$ cat src/rtl/mem_bus_arbiter_if.sv
// mem_bus_arbiter_if: CPU port, DMA port and memory-side signals of the shared memory bus.
// The slave modport is the arbiter's view; the master modport is the requesters' and memory's view.
interface mem_bus_arbiter_if #(
    parameter int unsigned ADDR_W = 16,
    parameter int unsigned DATA_W = 8
) ();

    logic              cpu_req;
    logic              cpu_we;
    logic [ADDR_W-1:0] cpu_addr;
    logic [DATA_W-1:0] cpu_wdata;
    logic [DATA_W-1:0] cpu_rdata;
    logic              cpu_ack;

    logic              dma_req;
    logic              dma_we;
    logic [ADDR_W-1:0] dma_addr;
    logic [DATA_W-1:0] dma_wdata;
    logic [DATA_W-1:0] dma_rdata;
    logic              dma_ack;

    logic              mem_en;
    logic              mem_we;
    logic [ADDR_W-1:0] mem_addr;
    logic [DATA_W-1:0] mem_wdata;
    logic [DATA_W-1:0] mem_rdata;

    logic              owner;
    logic              busy;

    modport slave (
        input  cpu_req, cpu_we, cpu_addr, cpu_wdata,
        output cpu_rdata, cpu_ack,
        input  dma_req, dma_we, dma_addr, dma_wdata,
        output dma_rdata, dma_ack,
        output mem_en, mem_we, mem_addr, mem_wdata,
        input  mem_rdata,
        output owner, busy
    );

    modport master (
        output cpu_req, cpu_we, cpu_addr, cpu_wdata,
        input  cpu_rdata, cpu_ack,
        output dma_req, dma_we, dma_addr, dma_wdata,
        input  dma_rdata, dma_ack,
        input  mem_en, mem_we, mem_addr, mem_wdata,
        output mem_rdata,
        input  owner, busy
    );

endinterface

$ cat src/rtl/mem_bus_arbiter.sv
// mem_bus_arbiter: grants the single memory bus to the CPU or DMA port one transfer at a time.
// Define MEM_ARB_RR_EN for round-robin arbitration instead of CPU priority with a DMA starve guard.
module mem_bus_arbiter #(
    parameter int unsigned ADDR_W       = 16,
    parameter int unsigned DATA_W       = 8,
    parameter int unsigned MEM_WAIT     = 1,
    parameter int unsigned STARVE_LIMIT = 4
) (
    input logic              clk,
    input logic              reset,
    mem_bus_arbiter_if.slave bus
);

    localparam int unsigned CNT_W = 4;
    localparam int unsigned STV_W = 8;

    typedef enum logic [1:0] {
        ST_IDLE   = 2'd0,
        ST_ACCESS = 2'd1,
        ST_ACK    = 2'd2
    } state_e;

    state_e            state_q,     state_d;
    logic [CNT_W-1:0]  cnt_q,       cnt_d;
    logic              owner_q,     owner_d;
    logic              busy_q,      busy_d;
    logic              mem_en_q,    mem_en_d;
    logic              mem_we_q,    mem_we_d;
    logic [ADDR_W-1:0] mem_addr_q,  mem_addr_d;
    logic [DATA_W-1:0] mem_wdata_q, mem_wdata_d;
    logic [DATA_W-1:0] cpu_rdata_q, cpu_rdata_d;
    logic [DATA_W-1:0] dma_rdata_q, dma_rdata_d;
    logic              cpu_ack_q,   cpu_ack_d;
    logic              dma_ack_q,   dma_ack_d;
    logic              any_req_c;
    logic              dma_win_c;

`ifdef MEM_ARB_RR_EN
    // Port granted most recently; reset value 0 makes the DMA port win the first tie.
    logic last_q, last_d;

    always_comb begin
        if (bus.cpu_req && bus.dma_req) begin
            dma_win_c = ~last_q;
        end else begin
            dma_win_c = bus.dma_req;
        end
    end
`else
    logic [STV_W-1:0] starve_q, starve_d;

    // CPU has priority unless the DMA port has waited through STARVE_LIMIT CPU grants.
    always_comb begin
        dma_win_c = bus.dma_req && (!bus.cpu_req || (starve_q == STV_W'(STARVE_LIMIT)));
    end
`endif

    assign any_req_c = bus.cpu_req || bus.dma_req;

    // Next-state and registered-output logic.
    always_comb begin
        state_d     = state_q;
        cnt_d       = cnt_q;
        owner_d     = owner_q;
        busy_d      = busy_q;
        mem_en_d    = mem_en_q;
        mem_we_d    = mem_we_q;
        mem_addr_d  = mem_addr_q;
        mem_wdata_d = mem_wdata_q;
        cpu_rdata_d = cpu_rdata_q;
        dma_rdata_d = dma_rdata_q;
        cpu_ack_d   = 1'b0;
        dma_ack_d   = 1'b0;
`ifdef MEM_ARB_RR_EN
        last_d      = last_q;
`else
        starve_d    = starve_q;
`endif

        unique case (state_q)
            ST_IDLE: begin
                if (any_req_c) begin
                    state_d  = ST_ACCESS;
                    cnt_d    = CNT_W'(MEM_WAIT);
                    owner_d  = dma_win_c;
                    busy_d   = 1'b1;
                    mem_en_d = 1'b1;
                    if (dma_win_c) begin
                        mem_we_d    = bus.dma_we;
                        mem_addr_d  = bus.dma_addr;
                        mem_wdata_d = bus.dma_wdata;
                    end else begin
                        mem_we_d    = bus.cpu_we;
                        mem_addr_d  = bus.cpu_addr;
                        mem_wdata_d = bus.cpu_wdata;
                    end
`ifdef MEM_ARB_RR_EN
                    last_d = dma_win_c;
`else
                    if (dma_win_c) begin
                        starve_d = '0;
                    end else if (bus.dma_req && (starve_q != STV_W'(STARVE_LIMIT))) begin
                        starve_d = starve_q + STV_W'(1);
                    end
`endif
                end
            end

            ST_ACCESS: begin
                if (cnt_q == '0) begin
                    state_d  = ST_ACK;
                    mem_en_d = 1'b0;
                    mem_we_d = 1'b0;
                    // Read data is taken on the final access cycle, only by the owner.
                    if (!mem_we_q) begin
                        if (owner_q) begin
                            dma_rdata_d = bus.mem_rdata;
                        end else begin
                            cpu_rdata_d = bus.mem_rdata;
                        end
                    end
                    if (owner_q) begin
                        dma_ack_d = 1'b1;
                    end else begin
                        cpu_ack_d = 1'b1;
                    end
                end else begin
                    cnt_d = cnt_q - CNT_W'(1);
                end
            end

            ST_ACK: begin
                state_d = ST_IDLE;
                busy_d  = 1'b0;
            end

            default: begin
                state_d  = ST_IDLE;
                busy_d   = 1'b0;
                mem_en_d = 1'b0;
                mem_we_d = 1'b0;
            end
        endcase
    end

    // State and output registers; reset aborts any transfer in flight without an ack.
    always_ff @(posedge clk) begin
        if (reset) begin
            state_q     <= ST_IDLE;
            cnt_q       <= '0;
            owner_q     <= 1'b0;
            busy_q      <= 1'b0;
            mem_en_q    <= 1'b0;
            mem_we_q    <= 1'b0;
            mem_addr_q  <= '0;
            mem_wdata_q <= '0;
            cpu_rdata_q <= '0;
            dma_rdata_q <= '0;
            cpu_ack_q   <= 1'b0;
            dma_ack_q   <= 1'b0;
`ifdef MEM_ARB_RR_EN
            last_q      <= 1'b0;
`else
            starve_q    <= '0;
`endif
        end else begin
            state_q     <= state_d;
            cnt_q       <= cnt_d;
            owner_q     <= owner_d;
            busy_q      <= busy_d;
            mem_en_q    <= mem_en_d;
            mem_we_q    <= mem_we_d;
            mem_addr_q  <= mem_addr_d;
            mem_wdata_q <= mem_wdata_d;
            cpu_rdata_q <= cpu_rdata_d;
            dma_rdata_q <= dma_rdata_d;
            cpu_ack_q   <= cpu_ack_d;
            dma_ack_q   <= dma_ack_d;
`ifdef MEM_ARB_RR_EN
            last_q      <= last_d;
`else
            starve_q    <= starve_d;
`endif
        end
    end

    assign bus.cpu_rdata = cpu_rdata_q;
    assign bus.cpu_ack   = cpu_ack_q;
    assign bus.dma_rdata = dma_rdata_q;
    assign bus.dma_ack   = dma_ack_q;
    assign bus.mem_en    = mem_en_q;
    assign bus.mem_we    = mem_we_q;
    assign bus.mem_addr  = mem_addr_q;
    assign bus.mem_wdata = mem_wdata_q;
    assign bus.owner     = owner_q;
    assign bus.busy      = busy_q;

endmodule

$ cat src/flat_wrapper.sv
// flat-port wrapper written by rule: the top's interface ports become plain ports
module mem_bus_arbiter_flat 
#(
    parameter int unsigned ADDR_W       = 16,
    parameter int unsigned DATA_W       = 8,
    parameter int unsigned MEM_WAIT     = 1,
    parameter int unsigned STARVE_LIMIT = 4
)
  (clk, reset, bus_cpu_req, bus_cpu_we, bus_cpu_addr, bus_cpu_wdata, bus_cpu_rdata, bus_cpu_ack, bus_dma_req, bus_dma_we, bus_dma_addr, bus_dma_wdata, bus_dma_rdata, bus_dma_ack, bus_mem_en, bus_mem_we, bus_mem_addr, bus_mem_wdata, bus_mem_rdata, bus_owner, bus_busy);
  mem_bus_arbiter_if #(.ADDR_W(ADDR_W), .DATA_W(DATA_W)) bus_i ();
  input logic clk;
  input logic reset;
  input wire logic [$bits(bus_i.cpu_req)-1:0] bus_cpu_req;
  input wire logic [$bits(bus_i.cpu_we)-1:0] bus_cpu_we;
  input wire logic [$bits(bus_i.cpu_addr)-1:0] bus_cpu_addr;
  input wire logic [$bits(bus_i.cpu_wdata)-1:0] bus_cpu_wdata;
  output wire logic [$bits(bus_i.cpu_rdata)-1:0] bus_cpu_rdata;
  output wire logic [$bits(bus_i.cpu_ack)-1:0] bus_cpu_ack;
  input wire logic [$bits(bus_i.dma_req)-1:0] bus_dma_req;
  input wire logic [$bits(bus_i.dma_we)-1:0] bus_dma_we;
  input wire logic [$bits(bus_i.dma_addr)-1:0] bus_dma_addr;
  input wire logic [$bits(bus_i.dma_wdata)-1:0] bus_dma_wdata;
  output wire logic [$bits(bus_i.dma_rdata)-1:0] bus_dma_rdata;
  output wire logic [$bits(bus_i.dma_ack)-1:0] bus_dma_ack;
  output wire logic [$bits(bus_i.mem_en)-1:0] bus_mem_en;
  output wire logic [$bits(bus_i.mem_we)-1:0] bus_mem_we;
  output wire logic [$bits(bus_i.mem_addr)-1:0] bus_mem_addr;
  output wire logic [$bits(bus_i.mem_wdata)-1:0] bus_mem_wdata;
  input wire logic [$bits(bus_i.mem_rdata)-1:0] bus_mem_rdata;
  output wire logic [$bits(bus_i.owner)-1:0] bus_owner;
  output wire logic [$bits(bus_i.busy)-1:0] bus_busy;
  assign bus_i.cpu_req = bus_cpu_req;
  assign bus_i.cpu_we = bus_cpu_we;
  assign bus_i.cpu_addr = bus_cpu_addr;
  assign bus_i.cpu_wdata = bus_cpu_wdata;
  assign bus_cpu_rdata = bus_i.cpu_rdata;
  assign bus_cpu_ack = bus_i.cpu_ack;
  assign bus_i.dma_req = bus_dma_req;
  assign bus_i.dma_we = bus_dma_we;
  assign bus_i.dma_addr = bus_dma_addr;
  assign bus_i.dma_wdata = bus_dma_wdata;
  assign bus_dma_rdata = bus_i.dma_rdata;
  assign bus_dma_ack = bus_i.dma_ack;
  assign bus_mem_en = bus_i.mem_en;
  assign bus_mem_we = bus_i.mem_we;
  assign bus_mem_addr = bus_i.mem_addr;
  assign bus_mem_wdata = bus_i.mem_wdata;
  assign bus_i.mem_rdata = bus_mem_rdata;
  assign bus_owner = bus_i.owner;
  assign bus_busy = bus_i.busy;
  mem_bus_arbiter #(.ADDR_W(ADDR_W), .DATA_W(DATA_W), .MEM_WAIT(MEM_WAIT), .STARVE_LIMIT(STARVE_LIMIT)) u_core (.clk(clk), .reset(reset), .bus(bus_i));
endmodule
$ cat config.mk
export PLATFORM = sky130hd
export DESIGN_NAME = mem_bus_arbiter_flat
export DESIGN_NICKNAME = d
export VERILOG_FILES = /design/src/rtl/mem_bus_arbiter_if.sv /design/src/rtl/mem_bus_arbiter.sv /design/src/flat_wrapper.sv
export SDC_FILE = /design/constraint.sdc
export NUM_CORES = 1
export LEC_CHECK = 0
export ABC_AREA = 0
export CAP_MARGIN = 10
export CORE_UTILIZATION = 25
export DETAILED_ROUTE_END_ITERATION = 12
export DONT_BUFFER_PORTS = 1
export PLACE_DENSITY = 0.48
export SLEW_MARGIN = 20
export SYNTH_ARGS = -nofsm -noshare
export SYNTH_HDL_FRONTEND = slang
export SYNTH_SLANG_ARGS = --single-unit
$ cat constraint.sdc
create_clock -name clk -period 2.5 [get_ports clk]
set_clock_uncertainty 0.15 [all_clocks]
set_input_delay 0.25 -clock clk [delete_from_list [all_inputs] [get_ports clk]]
set_output_delay 0.25 -clock clk [all_outputs]
set_load 0.02 [all_outputs]
# Word level (Yosys, flattened, before mapping)
# Index checks and enable logic that the tools add are counted.
[word_totals]
elab_cells = 64
mem_bits_rw = 0
latchBits = 0
reg_bits = 60
inputBits = 62
mem_count = 0
rom_bits = 0
[classes]
order_cmp = 0
bitwise_logic = 5
mul = 0
n_reduce_logical = 18
add_sub_neg = 2
n_mux = 19
n_div = 0
eq_ne = 7
shift = 0
[op_table]
columns = ["cell", "n"]
rows = [
  ["$mux 8", 3],
  ["$mux 16", 1],
  ["$reduce_and 3->1", 3],
  ["$add 8x1->8 const B", 1],
  ["$eq 8x3->1 const B", 1],
  ["$mux 4", 2],
  ["$ne 8x3->1 const B", 1],
  ["$pmux 4 s2", 1],
  ["$reduce_and 4->1", 2],
  ["$mux 1", 6],
  ["$pmux 1 s3", 2],
  ["$reduce_and 2->1", 3],
  ["$not 1->1", 5],
  ["$logic_not 4->1", 1],
  ["$mux 2", 2],
  ["$ne 2x1->1 const B", 2],
  ["$pmux 2 s2", 1],
  ["$reduce_bool 2->1", 2],
  ["$sub 4x1->4 const B", 1],
  ["$reduce_or 3->1", 1],
  ["$eq 2x1->1 const B", 1],
  ["$eq 2x2->1 const B", 1],
  ["$logic_and 1x1->1", 2],
  ["$logic_not 2->1", 1],
  ["other kinds (4)", 5],
]

# Logic depth before layout (Yosys ltp)
# Gate-level depths: netlist of run 1.
[logic_depth]
word_depth = 6
depth_mapped = 7
depth_no_buf = 6

# Least setup slack after synthesis of run 1
# OpenSTA, ideal clock, no wires.
[synth_timing]
kind = "reg2reg"
startpoint = "register u_core.cnt_q[0]"
endpoint = "register u_core.cpu_rdata_q[0], in the netlist u_core.bus.cpu_rdata[0]"
period_less_slack_ns = 1.995
path_stages_with_launch = 7
t_arrival_ns = 1.717
slack_ns = 0.505
path_buffers = 0
setup_time_ns = 0.128
cell_sequence = "dfxtp_1 > inv_1 > ha_1 > or3b_4 > nor4_4 > mux2i_1 > nor2_1"
[synth_via]
elab_chain_len = 2
[synth_rtl]
columns = ["item", "line_no", "text"]
rows = [
  ["from (decl)", "mem_bus_arbiter.sv:24", "logic [CNT_W-1:0] cnt_q, cnt_d;"],
  ["from (signal assigned)", "mem_bus_arbiter.sv:168", "cnt_q <= cnt_d;"],
  ["$logic_not 4->1", "mem_bus_arbiter.sv:110", "if (cnt_q == '0) begin"],
  ["$reduce_and 4->1 (no source line)", "-", ""],
  ["to (signal assigned)", "mem_bus_arbiter.sv:175", "cpu_rdata_q <= cpu_rdata_d;"],
  ["to (decl)", "mem_bus_arbiter.sv:31", "logic [DATA_W-1:0] cpu_rdata_q, cpu_rdata_d;"],
]
# Every way passes these cells.
# A chain may end at the register's enable or synchronous reset.

# Worst setup path after layout of run 1
[layout_timing]
startpoint = "register u_core.starve_q[1]"
endpoint = "register u_core.mem_addr_q[2], in the netlist u_core.bus.mem_addr[2]"
[layout_via]
elab_chain_len = 4
[layout_rtl]
columns = ["item", "line_no", "text"]
rows = [
  ["from (decl)", "mem_bus_arbiter.sv:50", "logic [STV_W-1:0] starve_q, starve_d;"],
  ["from (signal assigned)", "mem_bus_arbiter.sv:182", "starve_q <= starve_d;"],
  ["$eq 8x3->1", "mem_bus_arbiter.sv:54", "dma_win_c = bus.dma_req && (!bus.cpu_req || (starve_q == STV_W'(STARVE_LIMIT)));"],
  ["$logic_or 1x1->1", "mem_bus_arbiter.sv:54", ""],
  ["$logic_and 1x1->1", "mem_bus_arbiter.sv:54", ""],
  ["$mux 16", "mem_bus_arbiter.sv:88", "if (dma_win_c) begin"],
  ["to (signal assigned)", "mem_bus_arbiter.sv:173", "mem_addr_q <= mem_addr_d;"],
  ["to (decl)", "mem_bus_arbiter.sv:29", "logic [ADDR_W-1:0] mem_addr_q, mem_addr_d;"],
]
# Every way passes these cells.

==> results of run 1 <==
cells in the final DEF (no fill, tap or decap), drive strengths merged, types with 2 or more instances in the layout:
cell type	Yosys	final
or2	2	2
nor4	3	3
nor2b	2	2
ha	4	4
dlygate4sd3	0	58
mux2i	18	18
dfxtp	60	60
buf	5	7
clkinv	0	3
nand4	3	3
a311oi	25	25
nand2b	2	2
o21ai	2	2
a21o	2	2
xnor2	3	3
nand2	57	57
a21oi	7	7
clkbuf	12	11
inv	6	6
nor3	3	3
xor2	4	4
nor2	59	59
nor3b	3	3
area by class of cell:
| type | count | share of cell area [%] |
|---|---|---|
| clock buffers | 11 | 4.32 |
| inverters | 6 | 0.643 |
| well taps | 133 | 4.75 |
| multi-input cells | 211 | 35.8 |
| repair buffers | 65 | 18.4 |
| clock inverters | 5 | 1.72 |
| flip-flops and latches | 60 | 34.3 |
state kept, by name, summed over array words and instances, names as in the netlist:
signal / cells
u_core.bus.mem_addr: 16
u_core.bus.cpu_rdata: 8
u_core.bus.dma_rdata: 8
u_core.bus.mem_wdata: 8
u_core.starve_q: 8
u_core.cnt_q: 4
u_core.state_q: 2
u_core.bus.busy: 1
u_core.bus.cpu_ack: 1
u_core.bus.dma_ack: 1
u_core.bus.mem_en: 1
u_core.bus.mem_we: 1
u_core.bus.owner: 1
critical path, delay by kind of cell (launching register included):
kind | cells | cell delay, ns
AO/OA/AOI/OAI | 2 | 0.51
AND/OR/NAND/NOR | 2 | 0.71
flip-flops | 1 | 0.33
adder cells (fa/ha/maj) | 1 | 0.13
buffers and inverters | 2 | 0.36
path summary, 6_finish.rpt:
kind | start | depth (start not counted) | slack, ns | end
max | u_core.starve_q[1] | 7 | 0.20 | u_core.bus.mem_addr[2]
min | reset | 2 | 0.06 | u_core.bus.busy
max reg2reg | u_core.starve_q[1] | 7 | 0.20 | u_core.bus.mem_addr[2]
min reg2reg | u_core.cnt_q[3] | 2 | 0.35 | u_core.cnt_q[3]
cell families after synthesis:
kind of cell | after synthesis | share of synthesized area, %
flops | 60 | 47.5
simple gates | 140 | 24.6
fa+ha+maj | 4 | 1.98
mux | 18 | 7.12
compound gates | 42 | 12.8
buf+inv | 23 | 3.66
xor+xnor | 7 | 2.42
routing by layer:
metal  part of all wire [%]  wire length, um  up-vias
met1                     41             2820     1052
li1                       -                -     1128
met4                    2.6              180        0
met3                    5.8              401       13
met5                      0                0        -
met2                     51             3500       75
power breakdown:
group          total [uW]  internal (uW)  switching [uW]
clock                 926            516             410
combinational         495            237             258
sequential           1250           1060             189
Yosys cell counts:
cell type  count
buf_2          5
inv_1          6
o21a_1         1
nand2_1       57
mux2i_1       18
nor4_4         1
or3b_4         1
nor3_1         3
ha_1           4
o22ai_1        1
a311oi_1      25
nor2_2         1
a211oi_1       1
nand4_1        3
nor4b_1        1
nor2_1        58
nor3b_2        1
nor4bb_1       1
and3_1         1
xor2_1         4
nor4_1         2
a21o_1         2
clkbuf_1      12
o21ai_0        2
xnor2_1        3
a21boi_0       1
nand2b_1       2
a22oi_1        1
nand4b_1       1
a31o_2         1
nor2b_1        2
dfxtp_1       60
nor3b_1        2
a21oi_1        7
and2_1         1
or2_2          2
timing repair:
action,CTS,global route
endpoints found under the hold margin,52,0
setup endpoints to repair,0,0
hold buffers,59,0
stage by stage:
step                setup WS, ns  hold slack [ns]  total power [uW]  util, %  cell area (sq um)
finish                     0.203           0.0557              2670     35.8               3500
global route              0.0157           0.0452              2830     35.8               3500
CTS                        0.119           0.0437              2710     35.7               3490
detailed placement         0.118            0.178              1670     27.4               2680
global placement           0.174            0.176              1670     27.4               2680
floorplan                  0.505            0.244              1580        -               2530
==> impl_metrics.ini, run 1 <==
[placed_design]
routabilityCongestion = 0.727
place_hpwl_mm = 4.15
dpl.cell_count = 416
numPortBuffers = 0

[critical_path]
path_class = flip-flop to flip-flop
crit_arrival_ns = 2.40
slowest_delay_ns = 0.62
start_kind = flip-flop
cp_max_fo = 25
cp_cell_sequence = inv_1 -> ha_1 -> nor4b_1 -> a21o_1 -> buf_4 -> nand2_1 -> a311oi_1
required_ns = 2.60
end_kind = flip-flop
slowest_stage = nor4b_1

[timing]
rsz0062_at_grt = no
fin_crit_sh_pct = 91.9
setup_tns_ns = 0
hold_viol = 0
min_period_ns = 2.30
worstMarginPinSlew_ns = 0.758
setup_violations = 0
slew_headroom_pct = 48.7
drv_slew = 0
fmax_mhz = 435

[worst_hold_path]
min_path_type = input pin to flip-flop

[global_route]
gr-usage-all-layers_pct = 13.8
met1_usage_pct = 14.9
grt_pass1_vias = 2261
met2_usage_pct = 23.1
grt.met3_usage_pct = 4.54
top_usage_layer = met2
grt_max_degree = 51
antenna_found_initial = 0
grt_pass1_wl_mm = 10.8
overflow = 0

[final_layout]
fill_cells = 1001
stdcell_count = 491
nets = 419
multi_input_area_sq_um = 1250
drive_above_1_share_pct = 8.66
num_antenna_cells = 0
seqCellArea_sq_um = 1200
area_growth_pct = 38.3

[die]
io-pin-count = 108
initial_core_util_pct = 25.9
num_rows = 36
die_w_um = 103
core_sq_um = 9770
die_y_um = 103
die_area_sq_um = 10500

[drt]
firstDrtPassIters = 4
vias_per_cell = 4.62
wl_mm = 6.90
drt_iter0_markers = 85
post_drt_wl_per_cell_um = 14.1
drc = 0
vias = 2268
final_antenna_net_count = 0

[synthesis]
synth_top_area_share_pct = 47.5
syn_area_sq_um = 2530
synth_area_leaders = dfxtp_1 (47%), a311oi_1 (8.7%), nor2_1 (8.6%)
ys_seq_area_share_pct = 47.5
ys_types = 36
postSynthAreaPerCell_sq_um = 8.61
syn_inst = 294
synth-seq-cells = 60
ys_warn_count = 0
yosys.area.top_type = dfxtp_1
syn_nets = 360

[clock_tree]
postCtsSetupRepairBufs = 0
tritoncts = done
cts_root_buffer = clkbuf_8
cts-buffers-inserted = 9
cts_num_sinks = 60
h-tree-depth = 3
postCtsResizedCells = 0
clk_pin_slew_ns = 0.07
clockBufferDepth = 2
clkLatencyLatePin_ns = 0.35

[run]
cap_violations = 0

[power]
leakage_uw = 0.00139
power_density_nw_per_um2 = 763
irDropWorstVdd_uv = 355

[status]
status = finished clean
(Power assumes the default switching activity.)
==> run 2, diff against run 1 <==
Settings changed: CORE_UTILIZATION 25 to 52, PLACE_DENSITY 0.48 to 0.77, RECOVER_POWER set to 25.
==> impl_metrics.ini, run 2 (same netlist as run 1, synthesis figures left out) <==
[timing]
hold_slack_ns = 0.0771
slew_headroom_pct = 49.9
rsz0062_at_grt = no
setup_violations = 0
min_period_ns = 2.27
drv_slew = 0
hold_viol = 0
setup_tns_ns = 0
worstMarginPinSlew_ns = 0.742
fin_crit_sh_pct = 90.7
fmax_mhz = 441

[power]
power_density_nw_per_um2 = 793
irDropWorstVdd_uv = 435
leakage_uw = 0.00139
finalPower_uw = 2710

[die]
die_w_um = 71.8
io-pin-count = 108
initial_core_util_pct = 53.9
die_area_sq_um = 5150
core_sq_um = 4690
die_y_um = 71.8
num_rows = 25

[placed_design]
place_hpwl_mm = 3.63
routabilityCongestion = 0.831
place_area_sq_um = 2590
numPortBuffers = 0

[clock_tree]
cts-buffers-inserted = 9
clk_pin_slew_ns = 0.07
cts_root_buffer = clkbuf_8
clockBufferDepth = 2
cts_num_sinks = 60
clkLatencyLatePin_ns = 0.33
h-tree-depth = 3
tritoncts = done

[critical_path]
path_class = flip-flop to flip-flop
slowest_delay_ns = 0.61
end_kind = flip-flop
slowest_stage = nor4b_1
crit_arrival_ns = 2.34
required_ns = 2.57
cp_max_fo = 13
cp_cell_sequence = inv_1 -> ha_1 -> nor4b_1 -> a21o_1 -> buf_4 -> nand2_1 -> a311oi_1
start_kind = flip-flop

[global_route]
grt_max_degree = 53
grt_pass1_vias = 2320
antenna_found_initial = 0
grt_pass1_wl_mm = 10.7
gr-usage-all-layers_pct = 27.2
overflow = 0

[drt]
drc = 0
vias = 2282
vias_per_cell = 5.55
firstDrtPassIters = 4
final_antenna_net_count = 0
post_drt_wl_per_cell_um = 16.5
drt_iter0_markers = 153
wl_mm = 6.76

[final_layout]
nets = 418
largest_reg_flops = 16
layout_common_cells = dfxtp_1 (60), nor2_1 (58), dlygate4sd3_1 (58)
area_growth_pct = 34.8
final_area_sq_um = 3410
fill_cells = 319
drive_above_1_share_pct = 7.84
num_antenna_cells = 0
final_common_cell = dfxtp_1
postLayoutCoreUtil_pct = 72.7

[worst_hold_path]
min_path_type = input pin to flip-flop

[status]
status = finished clean

[run]
cap_violations = 0
[run 2: per-layer routing]
| layer | GRT usage (%) | routed length, um |
|---|---|---|
| met1 | 31.8 | 2710 |
| met2 | 45.7 | 3400 |
| met3 | 7.74 | 484 |
| met4 | 13.5 | 169 |
| met5 | 0 | 0 |
[run 2: area by class of cell]
class	count	area, sq um	share of cell area [%]
well taps	54	67.6	1.98
clock buffers	12	145	4.25
flip-flops and latches	60	1200	35.2
inverters	6	22.5	0.660
multi-input cells	211	1250	36.7
clock inverters	4	72.6	2.13
repair buffers	64	651	19.1
[run 2: per-stage QoR]
stage | setup WS [ns] | std cells
2_1_floorplan | 0.505 | 294
3_3_place_gp | 0.208 | 336
3_5_place_dp | 0.132 | 336
4_1_cts | 0.115 | 411
5_1_grt | 0.127 | 411
6_report | 0.231 | 411
[run 2: repair_timing]
action / CTS / global route
endpoints found under the setup margin: 0 / 16
hold buffers: 59 / 0
buffers inserted: 0 / 0
endpoints found under the hold margin: 52 / 0
resized for setup: 0 / 1
[run 2: report_power, final]
group | internal, uW | total [uW] | leakage, uW | switching [uW]
combinational | 233 | 496 | 0.000796 | 263
clock | 588 | 954 | 0.000107 | 366
sequential | 1060 | 1260 | 0.000492 | 194
total | 1880 | 2710 | 0.00139 | 824
[run 2: critical path, delay by kind of cell, from the launching register on]
kind / cells / cell delay, ns
AO/OA/AOI/OAI: 2 / 0.56
adder cells (fa/ha/maj): 1 / 0.13
buffers and inverters: 2 / 0.27
flip-flops: 1 / 0.35
AND/OR/NAND/NOR: 2 / 0.70
[run 2: path summary, 6_finish.rpt]
| check | from | to | slack (ns) | cells past startpoint |
|---|---|---|---|---|
| worst max-delay path | u_core.starve_q[0] | u_core.bus.mem_addr[12] | 0.23 | 7 |
| worst min-delay path | reset | u_core.bus.dma_rdata[1] | 0.08 | 2 |
| worst max register to register | u_core.starve_q[0] | u_core.bus.mem_addr[12] | 0.23 | 7 |
| worst min register to register | u_core.cnt_q[3] | u_core.cnt_q[3] | 0.34 | 2 |
==> run 3, diff against run 2 <==
Clock period 2.5 ns to 2.8 ns, I/O delays scaled along.
==> impl_metrics.ini, run 3 (same netlist as run 1, synthesis figures left out) <==
[final_layout]
fill_cells = 306
nets = 417
area_growth_pct = 34.5
drive_above_1_share_pct = 7.87
num_antenna_cells = 0
layout_common_cells = dfxtp_1 (60), nor2_1 (58), dlygate4sd3_1 (58)
final_common_cell = dfxtp_1
postLayoutCoreUtil_pct = 72.6
largest_reg_flops = 16

[timing]
hold_viol = 0
drv_slew = 0
fmax_mhz = 422
fin_crit_sh_pct = 84.6
rsz0062_at_grt = no
setup_violations = 0
fin_ws_ns = 0.432
min_period_ns = 2.37
worstMarginPinSlew_ns = 0.792
setup_tns_ns = 0
slew_headroom_pct = 46.4

[critical_path]
critical-path-top-delay-family = simple AND/OR/NAND/NOR gates
cp_cell_sequence = inv_1 -> ha_1 -> nor4b_1 -> a21o_1 -> buf_4 -> nand2_1 -> a311oi_1
end_kind = flip-flop
r2r-start = u_core.starve_q[0]
slowest_delay_ns = 0.65
critical_path_depth = 7
r2r_end = u_core.bus.mem_wdata[1]
slowest_stage = nor4b_1
start_kind = flip-flop
cp_num_buf_inv = 2
cp_max_fo = 25
path_class = flip-flop to flip-flop
setup.worst_path.start = u_core.starve_q[0]
crit_arrival_ns = 2.45
required_ns = 2.88
crit_path_end = u_core.bus.mem_wdata[1]
reg2reg_slack_ns = 0.43
reg2regPathDepth = 7

[run]
cap_violations = 0

[clock_tree]
h-tree-depth = 3
cts_num_sinks = 60
clockBufferDepth = 2
cts_root_buffer = clkbuf_8
clk_pin_slew_ns = 0.07
clkLatencyLatePin_ns = 0.34
cts-buffers-inserted = 9
tritoncts = done

[global_route]
overflow = 0
antenna_found_initial = 0
grt_pass1_vias = 2355
grt_pass1_wl_mm = 11.4
gr-usage-all-layers_pct = 29.2
grt_max_degree = 51

[die]
num_rows = 25
io-pin-count = 108
initial_core_util_pct = 53.9
core_sq_um = 4690
die_area_sq_um = 5150
die_w_um = 71.8
die_y_um = 71.8

[drt]
wl_mm = 7.23
drt_iter0_markers = 193
post_drt_wl_per_cell_um = 17.6
final_antenna_net_count = 0
vias = 2364
firstDrtPassIters = 4
vias_per_cell = 5.77
drc = 0

[power]
intPower_uw = 1680
swShare_pct = 31.1
irDropWorstVdd_uv = 503
power_density_nw_per_um2 = 715
pwr-share-clk_pct = 35.2
leakage_uw = 0.00140
p_sw_uw = 757
seqPwrFrac_pct = 46.2
combPwrFrac_pct = 18.5

[placed_design]
pre_cts_slack_ns = 0.441
numPortBuffers = 0
place_hpwl_mm = 3.77
routabilityCongestion = 0.838

[status]
status = finished clean

[worst_hold_path]
min_path_type = input pin to flip-flop
-- run 3: timing repair --
item,4_1_cts,5_1_grt
gates resized for setup,0,0
hold buffers,59,0
endpoints found under the hold margin,50,0
setup buffers,0,0
-- run 3: worst min path at each step --
stage,end,start,slack (ns),cells past startpoint
floorplan,u_core.bus.dma_rdata[0],bus_mem_rdata[0],0.27,2
global placement,u_core.bus.mem_wdata[6],reset,0.21,1
detailed placement,u_core.bus.owner,reset,0.21,1
CTS,u_core.bus.dma_rdata[3],reset,0.1,2
global route,u_core.bus.dma_rdata[0],reset,0.11,2
finish,u_core.bus.dma_rdata[0],reset,0.1,2
-- run 3: area by class of cell --
type	instances	area (sq um)	area share, %
timing repair buffer	63	643	18.9
clock inverter	5	75.1	2.21
tap	54	67.6	1.98
inverter	6	22.5	0.662
sequential	60	1200	35.3
clock buffer	11	141	4.15
multi-input combinational	211	1250	36.8
-- run 3: routing by layer --
layer | routed length, um | global-route usage [%]
met1 | 2820 | 33.9
met2 | 3650 | 48.3
met3 | 560 | 9.00
met4 | 196 | 15.5
met5 | 0 | 0
-- run 3: power by group through the flow --
stage / logic [uW] / registers [uW] / clock network [uW]
4_1_cts: 430 / 1120 / 858
5_1_grt: 497 / 1140 / 904
6_report: 452 / 1130 / 858
3_5_place_dp: 350 / 1140 / 0
2_1_floorplan: 294 / 1110 / 0
3_3_place_gp: 336 / 1140 / 0
-- run 3: stage by stage --
| stage | power (uW) | cells | cell area [sq um] | hold slack [ns] |
|---|---|---|---|---|
| finish | 2440 | 410 | 3400 | 0.0986 |
| detailed placement | 1490 | 335 | 2580 | 0.208 |
| global placement | 1470 | 335 | 2580 | 0.207 |
| floorplan | 1410 | 294 | 2530 | 0.274 |
| CTS | 2410 | 410 | 3400 | 0.0985 |
| global route | 2540 | 410 | 3400 | 0.106 |
-- run 3: worst register-to-register path, cell delays in order, from the launching register on --
cell	delay (ns)
dfxtp_1	0.35
inv_1	0.07
ha_1	0.13
nor4b_1	0.65
a21o_1	0.20
buf_4	0.27
nand2_1	0.12
a311oi_1	0.32
